==> src/rtl/booth_pkg.sv <==
// Shared types for the Booth multiplier controller: FSM states, addsub
// encodings and the datapath control word.
package booth_pkg;

    typedef enum logic [2:0] {
        IDLE   = 3'd0,
        LOAD_M = 3'd1,
        LOAD_Q = 3'd2,
        CHECK  = 3'd3,
        ARITH  = 3'd4,
        SHIFT  = 3'd5,
        DONE   = 3'd6
    } state_e;

    localparam logic ADD = 1'b1;
    localparam logic SUB = 1'b0;

    typedef struct packed {
        logic ld_a;
        logic ld_q;
        logic ld_m;
        logic clr_a;
        logic clr_q;
        logic clr_ff;
        logic sft_a;
        logic sft_q;
        logic decr;
        logic ld_cnt;
        logic addsub;
    } ctrl_t;

    // Booth pair {Q0,Q-1}: 01 adds M, 10 subtracts M; only used when the bits differ.
    function automatic logic recode_op(input logic qm1_bit);
        return qm1_bit ? ADD : SUB;
    endfunction

endpackage

==> src/rtl/booth_ctrl_decode.sv <==
// Combinational decode of FSM state into the Booth datapath control word.
module booth_ctrl_decode
    import booth_pkg::*;
(
    input  state_e state,
    input  logic   in_valid,
    input  logic   addsub_q,
    output ctrl_t  ctrl
);

    always_comb begin
        ctrl        = '0;
        ctrl.addsub = addsub_q;
        case (state)
            LOAD_M: begin
                // Multiplicand load also initialises A, Q, Q-1 and the counter.
                if (in_valid) begin
                    ctrl.ld_m   = 1'b1;
                    ctrl.clr_a  = 1'b1;
                    ctrl.clr_q  = 1'b1;
                    ctrl.clr_ff = 1'b1;
                    ctrl.ld_cnt = 1'b1;
                end
            end
            LOAD_Q: begin
                if (in_valid) begin
                    ctrl.ld_q = 1'b1;
                end
            end
            ARITH: begin
                ctrl.ld_a = 1'b1;
            end
            SHIFT: begin
                ctrl.sft_a = 1'b1;
                ctrl.sft_q = 1'b1;
                ctrl.decr  = 1'b1;
            end
            default: begin
            end
        endcase
    end

endmodule

==> src/rtl/booth_ctrl.sv <==
// Control FSM for the 16-bit Booth multiplier datapath.
// Define BOOTH_ABORT_EN to add the abort input and its cancel logic.
module booth_ctrl
    import booth_pkg::*;
#(
    parameter int unsigned ITER_W = 5
) (
    input  logic clk,
    input  logic rst_n,
    input  logic start,
    input  logic in_valid,
    output logic in_ready,
    input  logic q0,
    input  logic qm1,
    input  logic eqz,
`ifdef BOOTH_ABORT_EN
    input  logic abort,
`endif
    output logic ldA,
    output logic ldQ,
    output logic ldM,
    output logic clrA,
    output logic clrQ,
    output logic clrff,
    output logic sftA,
    output logic sftQ,
    output logic decr,
    output logic ldcnt,
    output logic addsub,
    output logic busy,
    output logic done
);

    // The datapath counter must hold the iteration count of 16.
    if (ITER_W < 5) begin : g_iter_w_chk
        $error("booth_ctrl: ITER_W too narrow for 16 iterations");
    end

    state_e state_q;
    state_e state_d;
    logic   addsub_q;
    logic   addsub_d;
    logic   abort_hit;
    ctrl_t  ctrl_dec;
    ctrl_t  ctrl_out;

`ifdef BOOTH_ABORT_EN
    assign abort_hit = abort && (state_q != IDLE);
`else
    assign abort_hit = 1'b0;
`endif

    always_comb begin
        state_d  = state_q;
        addsub_d = addsub_q;
        case (state_q)
            IDLE:   if (start) state_d = LOAD_M;
            LOAD_M: if (in_valid) state_d = LOAD_Q;
            LOAD_Q: if (in_valid) state_d = CHECK;
            CHECK: begin
                if (!eqz) begin
                    state_d = DONE;
                end else if (q0 != qm1) begin
                    state_d  = ARITH;
                    addsub_d = recode_op(qm1);
                end else begin
                    state_d = SHIFT;
                end
            end
            ARITH:   state_d = SHIFT;
            SHIFT:   state_d = CHECK;
            DONE:    state_d = IDLE;
            default: state_d = IDLE;
        endcase
        // Cancel overrides every transition and leaves addsub untouched.
        if (abort_hit) begin
            state_d  = IDLE;
            addsub_d = addsub_q;
        end
    end

    always_ff @(posedge clk) begin
        if (!rst_n) begin
            state_q  <= IDLE;
            addsub_q <= SUB;
        end else begin
            state_q  <= state_d;
            addsub_q <= addsub_d;
        end
    end

    booth_ctrl_decode u_decode (
        .state    (state_q),
        .in_valid (in_valid),
        .addsub_q (addsub_q),
        .ctrl     (ctrl_dec)
    );

    always_comb begin
        ctrl_out = ctrl_dec;
        if (abort_hit) begin
            ctrl_out        = '0;
            ctrl_out.addsub = ctrl_dec.addsub;
        end
    end

    assign ldA    = ctrl_out.ld_a;
    assign ldQ    = ctrl_out.ld_q;
    assign ldM    = ctrl_out.ld_m;
    assign clrA   = ctrl_out.clr_a;
    assign clrQ   = ctrl_out.clr_q;
    assign clrff  = ctrl_out.clr_ff;
    assign sftA   = ctrl_out.sft_a;
    assign sftQ   = ctrl_out.sft_q;
    assign decr   = ctrl_out.decr;
    assign ldcnt  = ctrl_out.ld_cnt;
    assign addsub = ctrl_out.addsub;

    assign in_ready = (state_q == LOAD_M) || (state_q == LOAD_Q);
    assign busy     = (state_q != IDLE);
    assign done     = (state_q == DONE) && !abort_hit;

endmodule

==> config.mk <==
export PLATFORM = sky130hd
export DESIGN_NAME = booth_ctrl
export DESIGN_NICKNAME = d
export VERILOG_FILES = /design/src/rtl/booth_pkg.sv /design/src/rtl/booth_ctrl_decode.sv /design/src/rtl/booth_ctrl.sv
export SDC_FILE = /design/constraint.sdc
export NUM_CORES = 1
export LEC_CHECK = 0
export BUFFER_PORTS_ARGS = -buffer_cell sky130_fd_sc_hd__buf_2
export CORE_AREA = 2 2 39 41
export DETAILED_ROUTE_END_ITERATION = 10
export DIE_AREA = 0 0 41 43
export PLACE_DENSITY_LB_ADDON = 0.15
export SLEW_MARGIN = 15
export SYNTH_ARGS = -nofsm -noshare
export SYNTH_HDL_FRONTEND = slang
export SYNTH_HIERARCHICAL = 1
export SYNTH_SLANG_ARGS = --single-unit
==> constraint.sdc <==
create_clock -name clk -period 2.28 [get_ports clk]
set_input_delay 0.114 -clock clk [delete_from_list [all_inputs] [get_ports clk]]
set_output_delay 0.114 -clock clk [all_outputs]
set_load 0.01 [all_outputs]
# After elaboration in Yosys (flattened, before gate mapping)

Index checks and enable logic that the tools add are counted.

Register bits: 4
Input bits: 7
Output and inout bits: 14
Logic and storage cells: 31

Equal/unequal tests: 10
Mux-type cells: 14
Reductions and logical operators: 5

Operators with widths:

| operator                                                               | count |
|---|---|
| 3-bit one-hot mux with 6 select lines                                  | 1 |
| 3-bit two-way mux                                                      | 4 |
| 3-bit equality test (second input constant)                            | 3 |
| 4-bit two-way mux                                                      | 2 |
| 3-bit by 2-bit equality test with 1-bit output (second input constant) | 2 |
| 1-bit two-way mux                                                      | 6 |
| 2-bit != test (second input constant)                                  | 3 |
| 3-bit AND reduction                                                    | 2 |
| 3-bit by 1-bit equality test with 1-bit output (second input constant) | 1 |
| 3-bit zero test                                                        | 1 |
| 3-bit nonzero test                                                     | 1 |
| 2-bit two-way mux                                                      | 1 |
| 1-bit logical OR                                                       | 1 |
| 1-bit != test                                                          | 1 |

# Depth between registers and ports, before layout

Depth in word-level cells: 4
Mapped depth: 4
Gate-level depth less buffers: 3

# Hierarchy

Netlist, hierarchy kept.

By module, submodules not included:

| module            | instances | cells each | area each (µm²) | seq. area each (µm²) |
|---|---|---|---|---|
| booth_ctrl        | 1         | 31         | 266.5           | 80.1 |
| booth_ctrl_decode | 1         | 11         | 95.1            | 0.0 |

# Worst setup path after synthesis

Ideal clock, no wire load.

Path type: flip-flop to flip-flop
From: register state_q[1]
To: register state_q[0]
Setup time: 127 ps
Data arrival time: 1005 ps
Required time: 2153 ps
Path slack: 1148 ps
Cell stages (with the launch flop): 5
Path buffers: 1
Clock period less this slack: 1132 ps
Path through: dfxtp_1 buf_6 or3_4 o21ai_2 a211oi_1

Cells in the longest elaborated chain, start to end: 3
Elaborated cells between the ends (all ways): 11
Classes of those cells: 8 x eq/ne; 1 x mux; 2 x reduce/logical

Ends and longest elaborated chain:

| item                                                                         | RTL line         | RTL |
|---|---|---|
| start, declared                                                              | booth_ctrl.sv:39 | `state_e state_q;` |
| start signal, assigned                                                       | booth_ctrl.sv:87 | `state_q <= state_d;` |
| 3-bit by 2-bit equality test with 1-bit output, or another cell as far along | booth_ctrl.sv:56 | `case (state_q)` |
| 2-bit != test (no line)                                                      | --               |  |
| 3-bit AND reduction (no line)                                                | --               |  |

Parallel ways exist; a longest one is shown, timed or not.
A chain may end at the register's enable or synchronous reset.

# Worst setup path after layout

From: register state_q[1]
To: output busy

Cells in the longest elaborated chain, start to end: 1

Ends and longest elaborated chain:

| item               | RTL line          | RTL |
|---|---|---|
| 3-bit nonzero test | booth_ctrl.sv:120 | `assign busy = (state_q != IDLE);` |
| end, declared      | booth_ctrl.sv:30  | `output logic busy,` |

No other way between the ends.

==> flow_summary.ini <==
[outcome]
run_status = finished, final reports clean

[synthesis]
synth_top_cell_area_share_pct = 22.15
yosysWarnings = 6
synth.lib_cells_used.distinct = 25
seq_area_frac_synth_pct = 22.15
netlist_instances = 42
synth_area_um2 = 361.6
netlist.top_cell.by_area = dfxtp_1
synth.avg_cell_area_um2 = 8.609
synth_fp_nets = 49
post_synth_main_area_contributors = dfxtp_1 (22%), buf_4 (15%), and4bb_2 (6.9%)
ys_ff_latch = 4

[power]
pwr-share-clk_pct = 35.7
combPwrFrac_pct = 27.7
power_switching_mw = 0.07313
seq_power_share_pct = 36.6
power.total_mw = 0.2436
intPower_mw = 0.1705
netSwitchingFraction_pct = 30.02
power-per-cell-area_nw_per_um2 = 559.4
vdd_ir_drop_max_v = 0.0002440
leakage_nw = 0.2148

[clocking]
cts_max_level = 1
tritoncts_clock_tree = yes
worst_skew_pair.late_latency_ns = 0.23
worst_setup_hold_path_clk_slew_ns = 0.04
cts_max_path_buffers = 2
postCtsResizedCells = 0
cts.sink_count = 4
number_of_post_cts_setup_repair_buffers = 0
clk_root_buffer_cell = clkbuf_4
cts.hold.buffers_added = 0
tritoncts.num_buffers = 3

[cells_and_area]
nFillCells = 165
layout.core_utilization_pct = 31.46
seq_area_um2 = 80.08
area_growth_pct = 20.42
final_cell_count_no_fill = 72
final_design_area_no_fill_um2 = 435.4
final_common_cell = buf_2
antenna_cells = 0
post_route_cells_drive_above_1_share_pct = 50.00
multi_input_area_um2 = 205.2
most_frequent_cells_in_the_layout = buf_2 (20), dfxtp_1 (4), nor2_1 (3), clkbuf_4 (3)
design.final.nets = 65

[setup_path]
cp_data_required_time_ns = 2.17
worstPathMaxFanout = 13
reg2reg_from = state_q[1]
timing.critical_path.from = state_q[1]
r2r_slack_ns = 1.10
worst_setup_path_end_kind = output port
crit-reg2reg-capture = state_q[0]
critical_path.startpoint_type = register
reg2regPathDepth = 3
crit_arrival_ns = 1.25
criticalPathCategory = reg -> out
critical_path_end = busy

[drt]
drt_wl_total_um = 703
via_per_inst = 4.333
vias = 312
route.detailed.drc = 0
post_route_ant_nets = 0
routed_wire_length_per_instance_um = 9.764
drtPass1Iterations = 2
initialDrtViolationCount = 1

[die]
floorplan.core_area_um2 = 1384
die-height_um = 43
floorplan.io_pins = 21
die_area_um2 = 1763
chipWidth_um = 41
fp-row-count = 14
start_util_pct = 26.13

[sta]
tightest_slew_ns = 0.4195
finalMaxSlewViolations = 0
final-hold-violation-count = 0
totalNegativeSetupSlack_ns = 0
final_min_period_over_clock_period_pct = 59.75
maxSlewHeadroom_pct = 72.00
timing.final.setup_violations = 0
fin_skew_ns = 0.003932
rsz0062_at_grt = false
finalCriticalPeriod_ns = 1.362
fmax_mhz = 734.1

[placed_design]
port_buffers = 20
post_dp_cell_area_um2 = 412.9
finalWeightedCongestion = 0.6580
placed_cells = 69
post_detailed_placement_half_perimeter_wirelength_um = 559

[global_routing]
global_route.overflow_total = 0
grt_pass1_vias = 239
grt_use_total_pct = 9.127
antenna_found_initial = 0
grt_start_max_net_pins = 14
grt_pass1_wl_um = 1035

[min_path]
worstHoldPathType = in -> reg

[flow_run]
max-cap-violations = 0
[state kept, by name (all words and copies together), names as in the netlist]
register  count
addsub_q      1
state_q       3
[worst min-delay path by stage]
| stage | from | to | cells past startpoint |
|---|---|---|---|
| 4_1_cts | rst_n | state_q[0] | 3 |
| 6_report | rst_n | state_q[0] | 3 |
| 5_1_grt | rst_n | state_q[0] | 3 |
| 3_5_place_dp | rst_n | state_q[0] | 3 |
| 3_3_place_gp | rst_n | state_q[0] | 3 |
| 2_1_floorplan | rst_n | state_q[0] | 2 |
[logic make-up after synthesis]
logic type / after synthesis / share of synthesized area, %
compound gates: 9 / 17.99
xor+xnor: 2 / 4.845
buf+inv: 11 / 21.11
flops: 4 / 22.15
mux: 2 / 5.537
simple gates: 14 / 28.37
[layout make-up]
| type | instances | area share, % |
|---|---|---|
| Multi-Input combinational cell | 27 | 47.13 |
| Clock buffer | 3 | 5.172 |
| Sequential cell | 4 | 18.39 |
| Timing Repair Buffer | 20 | 22.99 |
| Inverter | 2 | 1.724 |
| Tap cell | 16 | 4.598 |
[cells in the mapped netlist]
cell / count
a21oi_1: 1
mux2i_1: 2
buf_6: 1
buf_4: 7
nand2b_1: 2
a311oi_1: 1
o21ai_2: 1
a211oi_1: 1
nor2_1: 3
a21boi_0: 2
nor3b_1: 1
inv_1: 2
and3b_2: 1
xnor2_1: 2
dfxtp_1: 4
and2_1: 1
buf_2: 1
o21bai_1: 1
and4bb_2: 2
nand2_1: 1
nor2b_1: 1
o21ai_0: 1
o211ai_1: 1
nand4b_1: 1
or3_4: 1
[per-layer routing]
metal  global-route usage (%)  routed length, um  up-vias
li1                         -                  -      167
met1                    11.86                311      133
met2                    11.25                339       10
met3                    1.571                 42        2
met4                    10.00                  8        0
met5                        0                  0        -
[stage by stage]
stage	hold WS, ns	setup slack (ns)
final	0.1440	0.9177
after global routing	0.1558	0.8418
after CTS	0.1339	0.8967
after detailed placement	0.3861	1.106
after global placement	0.3795	1.126
after floorplan	0.2290	1.148
[power groups by stage]
stage,clock (mW),combinational (mW),sequential (mW)
2_1_floorplan,0,0.0625,0.0808
3_5_place_dp,0,0.0686,0.0903
4_1_cts,0.0934,0.0688,0.0892
3_3_place_gp,0,0.0684,0.0904
5_1_grt,0.0958,0.0750,0.0911
6_report,0.0870,0.0675,0.0891
[critical path, cell delays in order, from the launching register on]
cell and delay, ns:
dfxtp_1 0.43, or3_4 0.44, buf_2 0.15
No activity file was read; power rests on OpenSTA's default activity.
